$ cat src/rtl/ysyx_22051013_csr_trap.sv
// rtl/ysyx_22051013_csr_trap.sv - machine-mode CSR file with ecall/interrupt trap entry and mret
// Optional mcycle/minstret counters are built when YSYX_22051013_CSR_COUNTERS_EN is defined.

module ysyx_22051013_csr_trap #(
    parameter int XLEN    = 64,
    parameter int HART_ID = 0
) (
    input  logic            clk,
    input  logic            rst,
    input  logic [11:0]     csr_addr,
    input  logic [1:0]      csr_op,
    input  logic [XLEN-1:0] csr_wdata,
    output logic [XLEN-1:0] csr_rdata,
    input  logic            ecall,
    input  logic            mret,
    input  logic            instr_retire,
    input  logic [XLEN-1:0] pc,
    input  logic            irq_timer,
    input  logic            irq_ext,
    output logic            trap_valid,
    output logic [XLEN-1:0] trap_pc,
    output logic [XLEN-1:0] mret_pc,
    output logic            illegal_csr
);

    localparam logic [11:0] A_MSTATUS  = 12'h300;
    localparam logic [11:0] A_MIE      = 12'h304;
    localparam logic [11:0] A_MTVEC    = 12'h305;
    localparam logic [11:0] A_MSCRATCH = 12'h340;
    localparam logic [11:0] A_MEPC     = 12'h341;
    localparam logic [11:0] A_MCAUSE   = 12'h342;
    localparam logic [11:0] A_MIP      = 12'h344;
    localparam logic [11:0] A_MHARTID  = 12'hF14;
    localparam logic [11:0] A_MCYCLE   = 12'hB00;
    localparam logic [11:0] A_MINSTRET = 12'hB02;

    localparam logic [1:0] OP_NONE  = 2'b00;
    localparam logic [1:0] OP_WRITE = 2'b01;
    localparam logic [1:0] OP_SET   = 2'b10;
    localparam logic [1:0] OP_CLEAR = 2'b11;

    localparam logic [XLEN-1:0] CAUSE_MSB = {1'b1, {(XLEN-1){1'b0}}};
    localparam logic [XLEN-1:0] ALIGN4    = {{(XLEN-2){1'b1}}, 2'b00};

    logic            r_mstatus_mie;
    logic            r_mstatus_mpie;
    logic [1:0]      r_mstatus_mpp;
    logic            r_mie_mtie;
    logic            r_mie_meie;
    logic            r_mip_mtip;
    logic            r_mip_meip;
    logic [XLEN-1:0] r_mtvec;
    logic [XLEN-1:0] r_mscratch;
    logic [XLEN-1:0] r_mepc;
    logic [XLEN-1:0] r_mcause;

    logic [XLEN-1:0] w_mstatus;
    logic [XLEN-1:0] w_mie;
    logic [XLEN-1:0] w_mip;
    logic [XLEN-1:0] w_old;
    logic [XLEN-1:0] w_new;
    logic [XLEN-1:0] w_cause;
    logic [XLEN-1:0] w_vec_off;
    logic [3:0]      w_code;
    logic            w_impl;
    logic            w_ro;
    logic            w_wants_write;
    logic            w_we;
    logic            w_ext_pend;
    logic            w_tmr_pend;
    logic            w_irq_take;
    logic            w_trap;

`ifdef YSYX_22051013_CSR_COUNTERS_EN
    logic [63:0] r_mcycle;
    logic [63:0] r_minstret;
    logic [63:0] w_mcycle_nx;
    logic [63:0] w_minstret_nx;
`endif

    always_comb begin
        w_mstatus            = '0;
        w_mstatus[3]         = r_mstatus_mie;
        w_mstatus[7]         = r_mstatus_mpie;
        w_mstatus[12:11]     = r_mstatus_mpp;
        w_mie                = '0;
        w_mie[7]             = r_mie_mtie;
        w_mie[11]            = r_mie_meie;
        w_mip                = '0;
        w_mip[7]             = r_mip_mtip;
        w_mip[11]            = r_mip_meip;
    end

    always_comb begin
        w_old  = '0;
        w_impl = 1'b1;
        w_ro   = 1'b0;
        case (csr_addr)
            A_MSTATUS:  w_old = w_mstatus;
            A_MIE:      w_old = w_mie;
            A_MTVEC:    w_old = r_mtvec;
            A_MSCRATCH: w_old = r_mscratch;
            A_MEPC:     w_old = r_mepc;
            A_MCAUSE:   w_old = r_mcause;
            A_MIP: begin
                w_old = w_mip;
                w_ro  = 1'b1;
            end
            A_MHARTID: begin
                w_old = XLEN'(HART_ID);
                w_ro  = 1'b1;
            end
`ifdef YSYX_22051013_CSR_COUNTERS_EN
            A_MCYCLE:   w_old = r_mcycle[XLEN-1:0];
            A_MINSTRET: w_old = r_minstret[XLEN-1:0];
`endif
            default:    w_impl = 1'b0;
        endcase
    end

    always_comb begin
        case (csr_op)
            OP_SET:   w_new = w_old | csr_wdata;
            OP_CLEAR: w_new = w_old & ~csr_wdata;
            default:  w_new = csr_wdata;
        endcase
    end

    // set/clear with a zero operand is a pure read, even on read-only CSRs
    assign w_wants_write = (csr_op == OP_WRITE) | (csr_op[1] & (|csr_wdata));
    assign illegal_csr   = ~rst & (csr_op != OP_NONE) & (~w_impl | (w_ro & w_wants_write));
    assign w_we          = ~rst & w_wants_write & w_impl & ~w_ro;
    assign csr_rdata     = ((csr_op != OP_NONE) && w_impl) ? w_old : '0;

    assign w_ext_pend = r_mip_meip & r_mie_meie;
    assign w_tmr_pend = r_mip_mtip & r_mie_mtie;
    assign w_irq_take = r_mstatus_mie & instr_retire & (w_ext_pend | w_tmr_pend);
    assign w_trap     = ~rst & (ecall | w_irq_take);
    assign trap_valid = w_trap;

    assign w_code    = (ecall | w_ext_pend) ? 4'd11 : 4'd7;
    assign w_cause   = {{(XLEN-4){1'b0}}, w_code} | (ecall ? '0 : CAUSE_MSB);
    assign w_vec_off = (~ecall & (r_mtvec[1:0] == 2'b01)) ? {{(XLEN-6){1'b0}}, w_code, 2'b00} : '0;
    assign trap_pc   = {r_mtvec[XLEN-1:2], 2'b00} + w_vec_off;
    assign mret_pc   = r_mepc;

    // Later assignments win: CSR write, then mret, then trap
    always_ff @(posedge clk) begin
        if (rst) begin
            r_mstatus_mie  <= 1'b0;
            r_mstatus_mpie <= 1'b0;
            r_mstatus_mpp  <= 2'b00;
            r_mie_mtie     <= 1'b0;
            r_mie_meie     <= 1'b0;
            r_mip_mtip     <= 1'b0;
            r_mip_meip     <= 1'b0;
            r_mtvec        <= '0;
            r_mscratch     <= '0;
            r_mepc         <= '0;
            r_mcause       <= '0;
        end else begin
            r_mip_mtip <= irq_timer;
            r_mip_meip <= irq_ext;
            if (w_we) begin
                case (csr_addr)
                    A_MSTATUS: begin
                        r_mstatus_mie  <= w_new[3];
                        r_mstatus_mpie <= w_new[7];
                        r_mstatus_mpp  <= w_new[12:11];
                    end
                    A_MIE: begin
                        r_mie_mtie <= w_new[7];
                        r_mie_meie <= w_new[11];
                    end
                    A_MTVEC:    r_mtvec    <= {w_new[XLEN-1:2], 1'b0, (w_new[1:0] == 2'b01)};
                    A_MSCRATCH: r_mscratch <= w_new;
                    A_MEPC:     r_mepc     <= w_new & ALIGN4;
                    A_MCAUSE:   r_mcause   <= w_new;
                    default: ;
                endcase
            end
            if (mret) begin
                r_mstatus_mie  <= r_mstatus_mpie;
                r_mstatus_mpie <= 1'b1;
                r_mstatus_mpp  <= 2'b00;
            end
            if (w_trap) begin
                r_mepc         <= pc & ALIGN4;
                r_mcause       <= w_cause;
                r_mstatus_mpie <= r_mstatus_mie;
                r_mstatus_mie  <= 1'b0;
                r_mstatus_mpp  <= 2'b11;
            end
        end
    end

`ifdef YSYX_22051013_CSR_COUNTERS_EN
    always_comb begin
        w_mcycle_nx   = r_mcycle + 64'd1;
        w_minstret_nx = r_minstret + {63'd0, instr_retire};
        if (w_we && csr_addr == A_MCYCLE) begin
            w_mcycle_nx              = r_mcycle;
            w_mcycle_nx[XLEN-1:0]    = w_new;
        end
        if (w_we && csr_addr == A_MINSTRET) begin
            w_minstret_nx            = r_minstret;
            w_minstret_nx[XLEN-1:0]  = w_new;
        end
    end

    always_ff @(posedge clk) begin
        if (rst) begin
            r_mcycle   <= 64'd0;
            r_minstret <= 64'd0;
        end else begin
            r_mcycle   <= w_mcycle_nx;
            r_minstret <= w_minstret_nx;
        end
    end
`endif

endmodule

$ cat config.mk
export PLATFORM = sky130hd
export DESIGN_NAME = ysyx_22051013_csr_trap
export DESIGN_NICKNAME = d
export VERILOG_FILES = /design/src/rtl/ysyx_22051013_csr_trap.sv
export SDC_FILE = /design/constraint.sdc
export NUM_CORES = 1
export LEC_CHECK = 0
export CAP_MARGIN = 20
export CORE_ASPECT_RATIO = 2
export CORE_MARGIN = 4
export CORE_UTILIZATION = 30
export CTS_CLUSTER_SIZE = 16
export DETAILED_ROUTE_END_ITERATION = 10
export PLACE_DENSITY = 0.58
export SYNTH_ARGS = -nofsm -noshare
export SYNTH_HDL_FRONTEND = slang
export SYNTH_SLANG_ARGS = --single-unit
$ cat constraint.sdc
create_clock -name clk -period 3.04 [get_ports clk]
set_input_delay 0.304 -clock clk [delete_from_list [all_inputs] [get_ports clk]]
set_output_delay 0.304 -clock clk [all_outputs]
set_load 0.03 [all_outputs]
==> impl_metrics.env <==
export IMPL_outcome="complete, but fails checks"
export IMPL_violations="setup timing"
export IMPL_syn_to_final_growth_pct=56.0
export IMPL_first_pass_iters=6
export IMPL_clk_latency_ns=0.56
export IMPL_dpl_cell_count=2967
export IMPL_path_clk_slew_ns=0.06
export IMPL_dieArea_um2=54600
export IMPL_r2r_cells=7
export IMPL_cts_sinks=261
export IMPL_gp_congestion=0.893
export IMPL_grt_overflow=0
export IMPL_powerDensity_nw_per_um2=342
export IMPL_grt_usage_pct=26.2
export IMPL_internal_power_w=0.00589
export IMPL_grt_met1_usage_pct=29.6
export IMPL_sequentialPowerShare_pct=43.5
export IMPL_ys_warn_count=0
export IMPL_root_buffer="clkbuf_16"
export IMPL_clock_path_buffers=3
export IMPL_hold_depth=2
export IMPL_drv_slew=0
export IMPL_syn_cell_area_um2=15200
export IMPL_synthArstFlopShare_pct=0
export IMPL_start_util_pct=30.4
export IMPL_grt_max_degree=96
export IMPL_finalHoldViolations=0
export IMPL_die_width_um=167
export IMPL_viasPerCell=5.57
export IMPL_setup_slack_ns=-0.356
export IMPL_globalRouteMet2Util_pct=46.2
export IMPL_grt_busiest_layer="met2"
export IMPL_swShare_pct=27.5
export IMPL_synth_flop_cell="dfxtp_1"
export IMPL_place_hpwl_mm=56.2
export IMPL_syn_inst=1945
export IMPL_hold_end="r_mtvec[47]"
export IMPL_critPathMaxFanout=7
export IMPL_hold_start="rst"
export IMPL_relSlewSlack_pct=37.4
export IMPL_cts_tree="built"
export IMPL_cts_hold_buf=0
export IMPL_hp_class="primary input to flip-flop"
export IMPL_maxCapViolCount=0
export IMPL_ant_nets=0
export IMPL_core_area_um2=50100
export IMPL_hold_slack_ns=0.211
export IMPL_p_sw_w=0.00223
export IMPL_final_min_clock_period_ns=3.40
export IMPL_skew_ns=0.00903
export IMPL_seq_area_um2=5240
export IMPL_r2r_slack_ns=0.97
export IMPL_grt_first_pass_wirelength_mm=110
export IMPL_drc=0
export IMPL_end_kind="output pin"
export IMPL_setup_violations_final=51
export IMPL_worstPathRequired_ns=2.74
export IMPL_ir_drop_uv=293
export IMPL_yosysSeqAreaShare_pct=34.3
export IMPL_synthDistinctLibCells=71
export IMPL_placed_area_um2=21500
export IMPL_combPwrFrac_pct=14.6
export IMPL_ys_seq_elements=261
export IMPL_die_h_um=326
export IMPL_final_common_cell="nand2_1"
export IMPL_clock_fmax_ghz=0.294
export IMPL_grt_pass1_vias=17100
export IMPL_final_net_count=2525
export IMPL_synth_edf_count=0
export IMPL_finalNonFillerCells=3044
export IMPL_num_vias=17000
export IMPL_tightestPinTransition_ns=0.940
export IMPL_rsz0062_at_grt="yes"
export IMPL_wire_per_inst_um=24.8
export IMPL_fin_area_um2=23700
export IMPL_mostFrequentLayoutCells="579 x nand2_1, 257 x dfxtp_1, 207 x clkdlybuf4s50_1"
export IMPL_path_class="flip-flop to output pin"
export IMPL_io_buffers=336
export IMPL_leakage_nw=8.63
export IMPL_rr_endpoint="mret_pc[31]"
export IMPL_grt_antenna_before_repair=8
export IMPL_drt_iter0_drc=1570
export IMPL_syn_avg_cell_area_um2=7.82
export IMPL_drive_gt1_share_pct=26.2
export IMPL_gr_usage_met3_pct=4.46
export IMPL_cts_buffers=27
export IMPL_num_rows=116
export IMPL_ios=343
export IMPL_cts_htree_levels=1
export IMPL_critPathLaunchType="flip-flop"
export IMPL_clock_power_share_pct=42.0
export IMPL_fill_cells=4764
export IMPL_multi_input_area_um2=10200
export IMPL_wl_mm=75.6
export IMPL_fin_util_pct=47.4
export IMPL_r2r_start="r_mip_meip"
export IMPL_critPathArrivalTime_ns=3.09
export IMPL_final_period_utilization_pct=112
==> state kept, by name (all words and copies together) (netlist names) <==
signal,cells
r_mie_meie,1
r_mcause,64
r_mtvec,63
mret_pc,62
r_mip_mtip,1
r_mstatus_mpp,2
r_mstatus_mie,1
r_mip_meip,1
r_mie_mtie,1
r_mscratch,64
r_mstatus_mpie,1
==> area by class of cell <==
cell class | instances | area share (%)
antenna | 9 | 0.0949
clock buffer | 39 | 3.29
timing repair buffer | 560 | 27.5
sequential | 261 | 22.1
inverter | 20 | 0.327
clock inverter | 5 | 0.337
tap | 649 | 3.42
multi-input combinational | 1501 | 43.0
==> critical path, cell delays in order (launching register included) <==
cell and delay, ns:
dfxtp_2 0.33, nand2b_4 0.09, buf_6 0.11, a21oi_4 0.03, ha_4 0.27, a21o_1 0.16, a21oi_4 0.09, nor4bb_4 0.34
buf_12 0.17, nand4_4 0.25, buf_6 0.23, nor2_4 0.10, xor2_2 0.20, buf_12 0.15
==> metal layers <==
metal | part of all wire, % | wire length [um] | up-vias
met1 | 35 | 26600 | 8115
met5 | 0 | 0 | -
li1 | - | - | 7641
met3 | 7.6 | 5710 | 233
met4 | 6.8 | 5150 | 0
met2 | 50 | 38100 | 980
==> metrics by stage <==
step	total power, W	TNS [ns]	setup WS, ns
6_report	0.00812	-8.67	-0.356
2_1_floorplan	0.00411	0	0.202
5_1_grt	0.00835	-13.68	-0.448
4_1_cts	0.00818	-10.35	-0.375
3_5_place_dp	0.00477	-25.64	-0.759
3_3_place_gp	0.00477	-21.62	-0.682
==> synthesized netlist by cell type (3+ instances only) <==
master      n  area share, %
a211o_1     3           0.17
a211oi_1    5           0.25
a21oi_1   193            6.3
a22oi_1    58            2.9
and2_1      4           0.16
and3_1      7           0.29
and4_1      8           0.46
buf_1      11           0.27
buf_2      54            1.8
buf_4      16           0.79
buf_6       7           0.52
clkbuf_1   76            1.9
dfxtp_1   261             34
ha_1        4           0.33
inv_1      19           0.47
mux2i_1    72            4.7
nand2_1   591             15
nand2b_1    3           0.12
nand3_1    80            2.6
nand3b_1    4           0.20
nand4_1    14           0.58
nor2_1    107            2.6
nor2b_1     5           0.21
nor3_1     21           0.69
nor4_1     23           0.95
nor4_2      3           0.25
o211ai_1   40            2.0
o211ai_2   20            1.6
o22a_1     38            2.2
o22a_4     20            2.3
o31ai_1     5           0.25
o31ai_2    38            3.1
o31ai_4    23            3.2
xnor2_1    28            1.6
xor2_1     32            1.8
==> logic make-up after synthesis <==
group                    after synthesis  synth area share [%]
AND/OR/NAND/NOR                      886                  24.9
AO/OA/AOI/OAI                        470                  26.0
flip-flops                           261                  34.3
buffers and inverters                186                  5.79
multiplexers                          76                  5.03
XOR/XNOR                              60                  3.45
adder cells (fa/ha/maj)                5                 0.461
other                                  1                0.0246
==> repair_timing <==
| action | CTS | global route |
|---|---|---|
| resized for setup | 104 | 121 |
| endpoints found under the setup margin | 58 | 56 |
| pin swaps | 42 | 61 |
| setup buffers | 13 | 15 |
==> power by group through the flow <==
stage | logic, W | clock network, W | registers, W
after floorplan | 0.000427 | 0 | 0.00368
after global placement | 0.00116 | 0 | 0.00361
after detailed placement | 0.00117 | 0 | 0.00361
after CTS | 0.00117 | 0.00347 | 0.00353
after global routing | 0.00123 | 0.00358 | 0.00354
final | 0.00118 | 0.00341 | 0.00353
==> how the worst max path moves through the flow <==
stage	start	end	slack, ns	cells past startpoint
6_report	r_mtvec[0]	trap_pc[62]	-0.36	13
5_1_grt	r_mtvec[0]	trap_pc[62]	-0.45	13
4_1_cts	r_mtvec[0]	trap_pc[54]	-0.37	12
3_5_place_dp	ecall	trap_pc[60]	-0.76	13
3_3_place_gp	ecall	trap_pc[54]	-0.68	13
2_1_floorplan	ecall	trap_pc[46]	0.20	11
(Power assumes the default switching activity.)
